--- src/rtl/whack_pkg.sv ---
// Shared types and constants for the whack-a-mole judge.
package whack_pkg;

    typedef enum logic [1:0] {
        ST_IDLE    = 2'd0,
        ST_WAIT    = 2'd1,
        ST_ARMED   = 2'd2,
        ST_LOCKOUT = 2'd3
    } state_t;

    localparam logic [7:0] BCD_MAX     = 8'h99;
    localparam logic [3:0] MISS_MAX    = 4'd15;
    localparam logic [3:0] STREAK_MAX  = 4'd15;
    // Prior streak at which a hit starts being worth two points.
    localparam logic [3:0] COMBO_START = 4'd2;

    function automatic logic [3:0] sat_inc4(input logic [3:0] v, input logic [3:0] max);
        return (v >= max) ? max : v + 4'd1;
    endfunction

endpackage

--- src/rtl/bcd_sat_add.sv ---
// Two-digit BCD adder for +1 or +2 that sticks at 99 instead of wrapping.
module bcd_sat_add
    import whack_pkg::*;
(
    input  logic [7:0] a,
    input  logic       add_two,
    output logic [7:0] sum
);

    logic [4:0] units;
    logic [4:0] tens;
    logic       carry;

    always_comb begin
        units = {1'b0, a[3:0]} + (add_two ? 5'd2 : 5'd1);
        carry = 1'b0;
        if (units > 5'd9) begin
            units = units - 5'd10;
            carry = 1'b1;
        end
        tens = {1'b0, a[7:4]} + {4'd0, carry};
        if ((a >= BCD_MAX) || (tens > 5'd9)) begin
            sum = BCD_MAX;
        end else begin
            sum = {tens[3:0], units[3:0]};
        end
    end

endmodule

--- src/rtl/whack_judge.sv ---
// Judges button presses against the raised mole; keeps BCD score, misses and streak.
// Define WHACK_COMBO_EN to enable streak tracking and double points from the 3rd hit on.
//
// state      | meaning
// -----------+-----------------------------------------------------
// ST_IDLE    | game stopped, counters hold, cleared on next enable
// ST_WAIT    | waiting for a mole to be raised
// ST_ARMED   | mole latched, judging presses
// ST_LOCKOUT | penalty after a wrong press, presses ignored
module whack_judge
    import whack_pkg::*;
#(
    parameter int HOLES       = 8,
    parameter int LOCK_CYCLES = 16
) (
    input  logic             clk,
    input  logic             rst,
    input  logic             game_en_i,
    input  logic [HOLES-1:0] mole_i,
    input  logic             mole_valid_i,
    input  logic [HOLES-1:0] hit_i,
    output logic [7:0]       score_o,
    output logic [3:0]       miss_o,
    output logic             hit_o,
    output logic             wrong_o,
    output logic             clear_o,
    output logic [3:0]       streak_o
);

    localparam logic [7:0] LOCK_LOAD = 8'(LOCK_CYCLES - 1);

    state_t           state_q, state_d;
    logic [HOLES-1:0] mole_q, mole_d;
    logic [7:0]       lock_q, lock_d;
    logic [7:0]       score_q, score_d;
    logic [3:0]       miss_q, miss_d;
    logic [3:0]       streak_q, streak_d;
    logic             hit_q, hit_d;
    logic             wrong_q, wrong_d;
    logic             clear_q, clear_d;

    logic             press;
    logic             press_match;
    logic             add_two;
    logic [3:0]       streak_hit;
    logic [7:0]       score_sum;

    assign press       = |hit_i;
    assign press_match = press && (hit_i == mole_q);

`ifdef WHACK_COMBO_EN
    assign add_two    = (streak_q >= COMBO_START);
    assign streak_hit = sat_inc4(streak_q, STREAK_MAX);
`else
    assign add_two    = 1'b0;
    assign streak_hit = 4'd0;
`endif

    bcd_sat_add u_bcd_sat_add (
        .a       (score_q),
        .add_two (add_two),
        .sum     (score_sum)
    );

    always_ff @(posedge clk or posedge rst) begin
        if (rst) begin
            state_q  <= ST_IDLE;
            mole_q   <= '0;
            lock_q   <= 8'd0;
            score_q  <= 8'h00;
            miss_q   <= 4'd0;
            streak_q <= 4'd0;
            hit_q    <= 1'b0;
            wrong_q  <= 1'b0;
            clear_q  <= 1'b0;
        end else begin
            state_q  <= state_d;
            mole_q   <= mole_d;
            lock_q   <= lock_d;
            score_q  <= score_d;
            miss_q   <= miss_d;
            streak_q <= streak_d;
            hit_q    <= hit_d;
            wrong_q  <= wrong_d;
            clear_q  <= clear_d;
        end
    end

    always_comb begin
        state_d  = state_q;
        mole_d   = mole_q;
        lock_d   = lock_q;
        score_d  = score_q;
        miss_d   = miss_q;
        streak_d = streak_q;
        hit_d    = 1'b0;
        wrong_d  = 1'b0;
        clear_d  = 1'b0;

        // Disabling the game overrides any judgement in the same cycle.
        if (!game_en_i) begin
            state_d = ST_IDLE;
        end else begin
            case (state_q)
                ST_IDLE: begin
                    score_d  = 8'h00;
                    miss_d   = 4'd0;
                    streak_d = 4'd0;
                    state_d  = ST_WAIT;
                end
                ST_WAIT: begin
                    if (mole_valid_i) begin
                        mole_d  = mole_i;
                        state_d = ST_ARMED;
                    end
                end
                ST_ARMED: begin
                    if (press_match) begin
                        score_d  = score_sum;
                        streak_d = streak_hit;
                        hit_d    = 1'b1;
                        clear_d  = 1'b1;
                        state_d  = ST_WAIT;
                    end else if (press) begin
                        wrong_d  = 1'b1;
                        miss_d   = sat_inc4(miss_q, MISS_MAX);
                        streak_d = 4'd0;
                        lock_d   = LOCK_LOAD;
                        state_d  = ST_LOCKOUT;
                    end else if (!mole_valid_i) begin
                        miss_d   = sat_inc4(miss_q, MISS_MAX);
                        streak_d = 4'd0;
                        state_d  = ST_WAIT;
                    end
                end
                ST_LOCKOUT: begin
                    if (lock_q == 8'd0) begin
                        state_d = mole_valid_i ? ST_ARMED : ST_WAIT;
                    end else begin
                        lock_d = lock_q - 8'd1;
                    end
                end
                default: state_d = ST_IDLE;
            endcase
        end
    end

    assign score_o  = score_q;
    assign miss_o   = miss_q;
    assign streak_o = streak_q;
    assign hit_o    = hit_q;
    assign wrong_o  = wrong_q;
    assign clear_o  = clear_q;

endmodule

--- config.mk ---
export PLATFORM = sky130hd
export DESIGN_NAME = whack_judge
export DESIGN_NICKNAME = d
export VERILOG_FILES = /design/src/rtl/whack_pkg.sv /design/src/rtl/bcd_sat_add.sv /design/src/rtl/whack_judge.sv
export SDC_FILE = /design/constraint.sdc
export NUM_CORES = 1
export LEC_CHECK = 0
export CORE_MARGIN = 1.5
export CORE_UTILIZATION = 57
export CTS_BUF_LIST = sky130_fd_sc_hd__clkbuf_2 sky130_fd_sc_hd__clkbuf_4 sky130_fd_sc_hd__clkbuf_8
export DETAILED_ROUTE_END_ITERATION = 6
export PLACE_DENSITY = 0.87
export REMOVE_ABC_BUFFERS = 1
export SKIP_CTS_REPAIR_TIMING = 1
export SYNTH_ARGS = -nofsm -noshare
export SYNTH_HDL_FRONTEND = slang
export SYNTH_SLANG_ARGS = --single-unit
--- constraint.sdc ---
create_clock -name clk -period 5.2 [get_ports clk]
set_input_delay 0.78 -clock clk [delete_from_list [all_inputs] [get_ports clk]]
set_output_delay 0.78 -clock clk [all_outputs]
set_load 0.02 [all_outputs]
Yosys cells after proc, flatten, opt, wreduce, memory -nomap -nowiden:

Cells that the tools add are included.

* output and inout bits: 19
* logic and storage cells: 76
* register bits after elaboration: 36
* input bits: 20

* magnitude comparators: 4
* eq/ne operators: 13
* mux-type cells: 33
* add/sub/neg operators: 5
* reduce and logical (&&, ||, !) cells: 13

Operators by type and width (number)
* $mux W8: 5
* $mux W4: 8
* $pmux W8 S2: 2
* $pmux W4 S2: 2
* $mux W2: 7
* $reduce_and A3 Y1: 4
* $gt A5 B4 Y1 const B: 2
* $ne A3 B3 Y1 const B: 3
* $eq A8 B8 Y1: 1
* $ge A8 B8 Y1 const B: 1
* $logic_not A8 Y1: 1
* $mux W1: 8
* $ne A2 B2 Y1 const B: 4
* $pmux W2 S4: 1
* $reduce_or A8 Y1: 1
* $sub A8 B1 Y8 const B: 1
* $add A4 B1 Y5: 1
* $add A4 B1 Y5 const B: 1
* $ne A5 B5 Y1 const B: 1
* $reduce_and A5 Y1: 1
* $add A4 B1 Y4 const B: 1
* $eq A2 B2 Y1 const B: 2
* $ge A4 B4 Y1 const B: 1
* $ne A4 B4 Y1 const B: 1
* other kinds (7): 8

Logic depth before layout (Yosys ltp):

Gate-level depths: netlist (run 1).

* depth in word-level cells: 9
* mapped depth: 16
* depth with buffers taken out: 16

Cells and area by module:

Synthesis (run 1) repeated with hierarchy kept, for this count alone.

* cell total of the unflattened synthesis: 222
* area total of the unflattened synthesis: 2114.5 um^2

Modules (own cells, without submodules)
* whack_judge: instances 1, cells each 167, area each 1719.1 um^2, seq. area each 800.8 um^2
* bcd_sat_add: instances 1, cells each 55, area each 395.4 um^2, seq. area each 0.0 um^2

Worst setup path after synthesis (run 1):

Ideal clock, no wire load.

* kind: reg-to-reg
* start: reg score_q[0] (netlist: score_o[0])
* end: reg score_q[2] (netlist: score_o[2])
* path slack: 1.929 ns
* arrival time: 3.150 ns
* cell stages (with the launch flop): 17
* library setup time: 0.121 ns
* cells stage by stage: dfrtp_1 > inv_1 > ha_1 > inv_1 > ha_1 > nand2b_1 > a21boi_0 > o21ai_2 > inv_1 > ha_1 > ha_1 > nand2b_1 > a31oi_1 > o22ai_1 > nor2_1 > a31o_1 > a22o_2

* longest elaborated chain between the ends: 9
* elaborated cells between the ends (all ways): 12

RTL lines
* start, declared: line whack_judge.sv:35 `logic [7:0] score_q, score_d;`
* start signal, assigned: line whack_judge.sv:80 `score_q <= score_d;`
* $add A4 B1 Y5: line bcd_sat_add.sv:15 `units = {1'b0, a[3:0]} + (add_two ? 5'd2 : 5'd1);`
* $gt A5 B4 Y1: line bcd_sat_add.sv:17 `if (units > 5'd9) begin`
* $mux W1: line bcd_sat_add.sv:17
* $add A4 B1 Y5: line bcd_sat_add.sv:21 `tens = {1'b0, a[7:4]} + {4'd0, carry};`
* $gt A5 B4 Y1: line bcd_sat_add.sv:22 `if ((a >= BCD_MAX) || (tens > 5'd9)) begin`
* $logic_or A1 B1 Y1: line bcd_sat_add.sv:22
* $mux W8 (*): line bcd_sat_add.sv:22
* $mux W8 (*): line whack_judge.sv:118 `if (press_match) begin`
* $pmux W8 S2 (*): line whack_judge.sv:104 `case (state_q)`

Mark *: on every way between the ends. The rest lies on a longest branch, timed or not. The select of a mux whose other input is x is not followed.
A chain may end at the register's enable or synchronous reset.

Worst setup path after layout (run 1):

Same ends and word-level chain as after synthesis.

==> results.tsv, run 1 <==
stage	metric	value	unit
sta	worst slew pin tran	0.5692	ns
floorplanning	Ports	39	
synth	top cells by count, synth	dfrtp_1 (32), nor2_1 (15), inv_1 (14), o21ai_0 (14), xnor2_1 (14)	
drt	Vias	1521	
drt	Vias/cell	5.452	
sta	fmax	287.6	MHz
critical_path	worst path required time	5.48	ns
drt	Initial DRC Count	49	
outcome	outcome	finished, final reports clean	
grt	routing usage on met1	29.84	%
hold_path	WHS Path Cells	1	
sta	RSZ-0062 raised after global routing	no	
drt	Post-route DRC	0	
synth	post-synth top area share	42.41	%
clock_network	Max Root-Sink Buffers	2	
floorplanning	die width	60.56	um
critical_path	worst path bufs/invs	3	
synth	Post-synth EDFFs	0	
critical_path	Worst R2R Path Depth	16	
synth	post-synthesis cell count	196	
sta	fin crit share	66.87	%
sta	Fin Setup TNS	0	ns
drt	drt first pass iters	4	
power_and_ir_drop	Max IR drop VDD	0.0001975	V
critical_path	critical path fanouts, max	6	
critical_path	most frequent CP cell	ha_1	
grt	met3 usage	7.463	%
clock_network	Max H-tree Level	2	
grt	largest net degree at the start of global routing	33	
sta	minimum clock period	3.477	ns
critical_path	Crit path largest cell delay	0.43	ns
synth	Mean Syn Cell Area	9.633	sq um
sta	Max-slew headroom	61.88	%
synth	cell taking the most area after synthesis	dfrtp_1	
drt	post-route ant nets	0	
floorplanning	Die H	60.56	um
clock_network	clk_lat worst skew	0.33	ns
synth	flip-flop and latch count after synthesis	32	
drt	Routed WL per cell	12.46	um
grt	antenna violations before repair	0	
place	Routability Congestion	0.8570	
critical_path	critical path type	flip-flop to flip-flop	
sta	slack of the critical path	1.723	ns
critical_path	critical path launch point type	flip-flop	
synth	Most used DFF post-synth	dfrtp_1	
critical_path	Slowest-stage cell, CP	dfrtp_1	
grt	M2 GR Usage	35.09	%
grt	grt total ovfl	0	
sta	Max Slew Vio Count	0	
floorplanning	row cnt	20	
grt	first-pass GRT wire length	6.120	mm
synth	Syn. warnings	0	
floorplanning	Core ar.	0.003103	sq mm
sta	final hold vios	0	
grt	Total GRT Usage	22.69	%
grt	vias in the first global route	1389	
cells_and_area	FILL cells	233	
clock_network	CTS tree	built	
synth	ys async rst share	100.0	%
sta	Hold Slack	0.5324	ns
flow_run	Max Cap Viol	0	
synth	Netlist cell types	38	
clock_network	register clock-pin slew on the reported worst setup and hold paths	0.10	ns
critical_path	crit end category	flip-flop	
clock_network	total CTS buffers	5	
floorplanning	starting density of the core	60.85	%
synth	synth top area cells	dfrtp_1 (42%), mux2_2 (7.2%), ha_1 (6.6%)	
place	Detail Placement HPWL	2.576	mm
place	I/O Buffers	34	
sta	Worst Clk Skew	0.008894	ns
cells_and_area	Area Growth Syn to Fin	23.00	%
cells_and_area	fin nets	264	
clock_network	Root Buffer	clkbuf_4	
sta	Final Setup Violations	0	
drt	final WL	3.476	mm
clock_network	CTS Sinks	32	
cells_and_area	n_diodes	0	
critical_path	critical-path cell list	inv_1 > ha_1 > inv_1 > ha_1 > nand2b_1 > a21boi_0 > o21ai_2 > inv_1 > ha_1 > ha_1 > or3_1 > a21oi_1 > o22ai_1 > nor2_1 > a31o_1 > a22o_2	
grt	Most Crowded Layer GR	met2	
critical_path	Critical Path Stages	16	
synth	Netlist Area Pre-Place	0.001888	sq mm
power_and_ir_drop	Pwr Density	239.4	mW/mm^2
floorplanning	die area	0.003667	sq mm
critical_path	delay-heaviest family, CP	adder cells	
synth	sequential area share after synthesis	42.41	%
cells_and_area	layout cell share with drive strength beyond 1	10.64	%
power_and_ir_drop	Leakage	0.9813	nW
synth	top-count cell post-synth	dfrtp_1	
critical_path	crit path DAT	3.76	ns
hold_path	Worst Hold Class	flip-flop to flip-flop	
place	pre-CTS WS	1.760	ns
[kinds of logic after synthesis]
logic type	after synthesis	synth area share, %
AND/OR/NAND/NOR	63	17.43
AO/OA/AOI/OAI	39	12.53
flip-flops	32	42.41
buffers and inverters	21	5.235
XOR/XNOR	17	7.886
multiplexers	13	7.687
adder cells (fa/ha/maj)	10	6.627
other	1	0.1986
[power breakdown]
| part | switching (mW) | internal [mW] | total, mW |
|---|---|---|---|
| Sequential | 0.0260 | 0.278 | 0.304 |
| Clock | 0.0844 | 0.0714 | 0.156 |
| Combinational | 0.0407 | 0.0556 | 0.0963 |
| Total | 0.151 | 0.405 | 0.556 |
[layer usage]
layer / vias up / routed length (um) / share of wire [%]
met1: 716 / 1617 / 47
met5: - / 0 / 0
met4: 0 / 54 / 1.6
met3: 6 / 168 / 4.8
met2: 45 / 1636 / 47
li1: 754 / - / -
[worst reg2reg max path, stage by stage, from the launching register on]
cell and delay, ns:
dfrtp_1 0.43, inv_1 0.12, ha_1 0.32, inv_1 0.06, ha_1 0.19, nand2b_1 0.06
a21boi_0 0.13, o21ai_2 0.26, inv_1 0.07, ha_1 0.21, ha_1 0.31, or3_1 0.31
a21oi_1 0.15, o22ai_1 0.16, nor2_1 0.33, a31o_1 0.20, a22o_2 0.12
[per-stage QoR]
step | instances | power, mW | cell area, sq um | util [%]
floorplan | 192 | 0.3723 | 1853 | -
global placement | 271 | 0.4028 | 2256 | 72.70
detailed placement | 271 | 0.4063 | 2256 | 72.70
CTS | 279 | 0.5643 | 2322 | 74.84
global route | 279 | 0.5927 | 2322 | 74.84
finish | 279 | 0.5560 | 2322 | 74.84
[registers in the layout, indices dropped and copies added (netlist names)]
signal	count
clear_o	1
miss_o	4
state_q	2
wrong_o	1
mole_q	8
lock_q	8
score_o	8
[cells in the final DEF (no fill, tap or decap), types with 4 or more instances in the layout]
cell type and n:
clkdlybuf4s50_1 34, conb_1 4, nor3_1 6, a31oi_1 4, nor2_1 15, dfrtp_1 32
xnor2_1 14, nand2_1 10, a21oi_1 9, clkbuf_4 6, o21ai_0 14, ha_1 10
nand2b_1 4, mux2_2 12, nand3_1 10, inv_1 14, nor4_1 4
[layout make-up]
| cell class | count | area, sq um | share of cell area [%] |
|---|---|---|---|
| well taps | 44 | 55.05 | 2.371 |
| flip-flops and latches | 32 | 800.8 | 34.48 |
| inverters | 14 | 52.55 | 2.263 |
| clock buffers | 7 | 58.81 | 2.532 |
| clock inverters | 1 | 7.507 | 0.3233 |
| multi-input cells | 146 | 999.7 | 43.05 |
| repair buffers | 35 | 347.8 | 14.98 |
[worst paths after layout]
path / startpoint / end / slack [ns]
max: score_o[0]$_DFFE_PP0P_ / score_o[2]$_DFFE_PP0P_ / 1.72
min: mole_q[3]$_DFFE_PP0P_ / mole_q[3]$_DFFE_PP0P_ / 0.53
max reg2reg: score_o[0]$_DFFE_PP0P_ / score_o[2]$_DFFE_PP0P_ / 1.72
min reg2reg: mole_q[3]$_DFFE_PP0P_ / mole_q[3]$_DFFE_PP0P_ / 0.53
max in group asynchronous: rst / mole_q[0]$_DFFE_PP0P_ / 4.10
min in group asynchronous: rst / lock_q[2]$_DFFE_PP0P_ / 0.82
Note: power is estimated with default switching activity, not from simulation.
==> run 2, diff against run 1 <==
--- a/config.mk
+++ b/config.mk
@@ -6,10 +6,10 @@
 export NUM_CORES = 1
 export LEC_CHECK = 0
 export CORE_MARGIN = 1.5
-export CORE_UTILIZATION = 57
+export CORE_UTILIZATION = 48
 export CTS_BUF_LIST = sky130_fd_sc_hd__clkbuf_2 sky130_fd_sc_hd__clkbuf_4 sky130_fd_sc_hd__clkbuf_8
 export DETAILED_ROUTE_END_ITERATION = 6
-export PLACE_DENSITY = 0.87
+export PLACE_DENSITY = 0.78
 export REMOVE_ABC_BUFFERS = 1
 export SKIP_CTS_REPAIR_TIMING = 1
 export SYNTH_ARGS = -nofsm -noshare
==> constraint.sdc (replaced) <==
create_clock -name clk -period 3.1 [get_ports clk]
set_input_delay 0.465 -clock clk [delete_from_list [all_inputs] [get_ports clk]]
set_output_delay 0.465 -clock clk [all_outputs]
set_load 0.02 [all_outputs]
==> run 2 against run 1 <==
Against the previous run: die area up 18%; hold slack worse by 0.0076 ns; clock power up 120%; non-clock buffer count up 10; maximum frequency up 16%; utilization down 7.0 points; clock skew up 0.0024 ns; combinational power up 69%; critical path type unchanged.
==> results.tsv, run 2 (synthesis gave the netlist of run 1 again) <==
stage	metric	value	unit	change
outcome	outcome	finished, final reports clean		
cells_and_area	Storage cell area	803.3	sq um	+0.31%
cells_and_area	commonest non-fill, non-tap cell in the layout	clkdlybuf4s50_1		
place	pre-CTS WS	-0.1759	ns	-1.935 ns
sta	fin crit share	96.95	%	+30 points
drt	Vias	1597		+5.0%
critical_path	Slowest-stage cell, CP	dfrtp_2		
power_and_ir_drop	clock share of power	34.1	%	+6.1 points
clock_network	register clock-pin slew on the reported worst setup and hold paths	0.07	ns	-0.03 ns
grt	vias in the first global route	1580		+14%
clock_network	clk_lat worst skew	0.29	ns	-0.04 ns
clock_network	CTS Sinks	32		unchanged
critical_path	worst setup path end	score_o[0]$_DFFE_PP0P_		
drt	Initial DRC Count	120		+140%
floorplanning	die area	0.004318	sq mm	+18%
drt	Post-route DRC	0		unchanged
critical_path	Reg2Reg Capture Point	score_o[0]$_DFFE_PP0P_		
critical_path	crit end category	flip-flop		
sta	worst slew pin tran	0.5463	ns	-0.02288 ns
critical_path	most frequent CP cell	ha_4		
grt	grt total ovfl	0		unchanged
critical_path	critical path launch point type	flip-flop		
floorplanning	Core ar.	0.003716	sq mm	+20%
drt	drt first pass iters	4		unchanged
cells_and_area	layout cell share with drive strength beyond 1	20.49	%	+9.9 points
grt	Total GRT Usage	21.39	%	-1.3 points
drt	Met2 Routed Length	1.889	mm	+15%
clock_network	total CTS buffers	5		unchanged
cells_and_area	n_diodes	0		unchanged
sta	fmax	332.7	MHz	+16%
hold_path	Worst Hold Class	flip-flop to flip-flop		
critical_path	critical path type	flip-flop to flip-flop		
power_and_ir_drop	Pwr Density	406.9	mW/mm^2	+70%
floorplanning	die width	65.72	um	+8.5%
power_and_ir_drop	Net Switching	0.2677	mW	+77%
place	dpl cell area	0.002328	sq mm	+3.2%
cells_and_area	final std cell area, no fill	0.002521	sq mm	+8.6%
floorplanning	Die H	65.72	um	+8.5%
critical_path	CP Launch Point	score_o[0]$_DFFE_PP0P_		
power_and_ir_drop	Leakage	1.036	nW	+5.6%
sta	Final Setup Violations	0		unchanged
critical_path	critical-path cell list	inv_2 > ha_4 > inv_1 > ha_1 > nand2b_1 > a21boi_2 > o21ai_2 > inv_2 > ha_4 > ha_4 > or3_4 > a21oi_2 > o22ai_2 > buf_4 > o21ai_0 > o21ai_0		
critical_path	worst path required time	3.25	ns	-2.23 ns
power_and_ir_drop	Pint	0.7582	mW	+87%
floorplanning	row cnt	22		+10%
place	Routability Congestion	0.8990		+4.9%
cells_and_area	commonest non-fill, non-tap cells in the layout	clkdlybuf4s50_1 (34), dfrtp_1 (30), nor2_1 (14), o21ai_0 (14), xnor2_1 (13)		
grt	antenna violations before repair	0		unchanged
critical_path	FF-to-FF Start	score_o[0]$_DFFE_PP0P_		
clock_network	Max H-tree Level	2		unchanged
power_and_ir_drop	Seq pwr share	50.0	%	-4.7 points
flow_run	Max Cap Viol	0		unchanged
critical_path	Worst R2R Path Depth	16		unchanged
critical_path	Reg2Reg Setup Slack	0.09	ns	-1.63 ns
critical_path	delay-heaviest family, CP	adder cells		
cells_and_area	Area Growth Syn to Fin	33.53	%	
power_and_ir_drop	Switching Share	26.10	%	-1.1 points
critical_path	critical path fanouts, max	4		-2
floorplanning	starting density of the core	50.81	%	-10 points
sta	slack of the critical path	0.09448	ns	-1.628 ns
floorplanning	Ports	39		unchanged
sta	final hold vios	0		unchanged
drt	final WL	4.073	mm	+17%
power_and_ir_drop	Max IR drop VDD	0.0003238	V	+64%
drt	Routed WL per cell	13.95	um	+12%
sta	Worst Clk Skew	0.01132	ns	+0.002425 ns
cells_and_area	FILL cells	271		+16%
critical_path	worst path bufs/invs	4		+1
clock_network	Root Buffer	clkbuf_8		
clock_network	CTS tree	built		
critical_path	crit path DAT	3.16	ns	-0.60 ns
drt	DR top layer	met4		
drt	Met1 Routed Length	1.895	mm	+17%
drt	routed wl met3	206	um	+23%
power_and_ir_drop	proportion of power drawn by combinational gates	15.9	%	-1.4 points
drt	post-route ant nets	0		unchanged
sta	Max Slew Vio Count	0		unchanged
sta	Max-slew headroom	63.41	%	+1.5 points
sta	minimum clock period	3.006	ns	-0.4715 ns
place	Detail Placement HPWL	2.887	mm	+12%
cells_and_area	area of the multi-input gates	0.001086	sq mm	+8.6%
critical_path	Critical Path Stages	16		unchanged
drt	Vias/cell	5.469		+0.32%
grt	largest net degree at the start of global routing	33		unchanged
place	I/O Buffers	34		unchanged
grt	first-pass GRT wire length	7.010	mm	+15%
cells_and_area	fin nets	274		+3.8%
critical_path	Crit path largest cell delay	0.41	ns	-0.02 ns
clock_network	Max Root-Sink Buffers	2		unchanged
-- run 2: cell count changes in the layout (fill, tap and decap cells not counted), sizes merged --
cell	change
buf	+10
clkinvlp	-1
-- run 2: stage by stage --
stage	utilization [%]	setup TNS [ns]	power (mW)	instances	hold WS [ns]
floorplan	-	-0.3866	0.6244	192	0.5009
global placement	62.66	0	0.6766	284	0.5119
detailed placement	62.66	-0.6567	0.6833	284	0.5157
CTS	65.25	-1.053	1.036	291	0.5295
global route	67.85	-0.05753	1.087	292	0.5460
finish	67.85	0	1.026	292	0.5249
-- run 2: final cells by class --
type	instances	area share, %
repair buffers	45	16.77
inverters	14	2.084
well taps	48	2.382
multi-input cells	146	43.08
clock buffers	7	3.821
flip-flops and latches	32	31.86
-- run 2: worst register-to-register path, cell delays in order, from the launching register on --
cell and delay, ns:
dfrtp_2 0.41, inv_2 0.07, ha_4 0.27, inv_1 0.05
ha_1 0.20, nand2b_1 0.09, a21boi_2 0.07, o21ai_2 0.17
inv_2 0.08, ha_4 0.18, ha_4 0.22, or3_4 0.36
a21oi_2 0.14, o22ai_2 0.13, buf_4 0.17, o21ai_0 0.13
o21ai_0 0.14
-- run 2: power groups by stage --
| stage | sequential, mW | combinational, mW | clock [mW] |
|---|---|---|---|
| 2_1_floorplan | 0.510 | 0.114 | 0 |
| 3_3_place_gp | 0.517 | 0.160 | 0 |
| 3_5_place_dp | 0.519 | 0.164 | 0 |
| 4_1_cts | 0.512 | 0.165 | 0.359 |
| 5_1_grt | 0.520 | 0.186 | 0.381 |
| 6_report | 0.513 | 0.163 | 0.350 |
-- run 2: how the worst min path moves through the flow --
stage / from / end / slack, ns / depth (start not counted)
4_1_cts: mole_q[2]$_DFFE_PP0P_ / mole_q[2]$_DFFE_PP0P_ / 0.53 / 1
3_3_place_gp: mole_q[3]$_DFFE_PP0P_ / mole_q[3]$_DFFE_PP0P_ / 0.51 / 1
6_report: mole_q[2]$_DFFE_PP0P_ / mole_q[2]$_DFFE_PP0P_ / 0.52 / 1
5_1_grt: mole_q[7]$_DFFE_PP0P_ / mole_q[7]$_DFFE_PP0P_ / 0.55 / 1
3_5_place_dp: mole_q[2]$_DFFE_PP0P_ / mole_q[2]$_DFFE_PP0P_ / 0.52 / 1
2_1_floorplan: mole_q[3]$_DFFE_PP0P_ / mole_q[3]$_DFFE_PP0P_ / 0.50 / 1
-- run 2: metal layers --
layer  track usage [%]  vias to the layer above
met1             28.51                      755
li1                  -                      774
met5                 0                        -
met2             32.83                       58
met4             7.813                        0
met3             6.336                       10
==> run 3, diff against run 2 <==
--- a/config.mk
+++ b/config.mk
@@ -8,6 +8,7 @@
 export CORE_MARGIN = 1.5
 export CORE_UTILIZATION = 48
 export CTS_BUF_LIST = sky130_fd_sc_hd__clkbuf_2 sky130_fd_sc_hd__clkbuf_4 sky130_fd_sc_hd__clkbuf_8
+export CTS_CLUSTER_SIZE = 10
 export DETAILED_ROUTE_END_ITERATION = 6
 export PLACE_DENSITY = 0.78
 export REMOVE_ABC_BUFFERS = 1
==> results of run 3 <==
No change in the layout: final DEF, timing and power equal those of run 2.
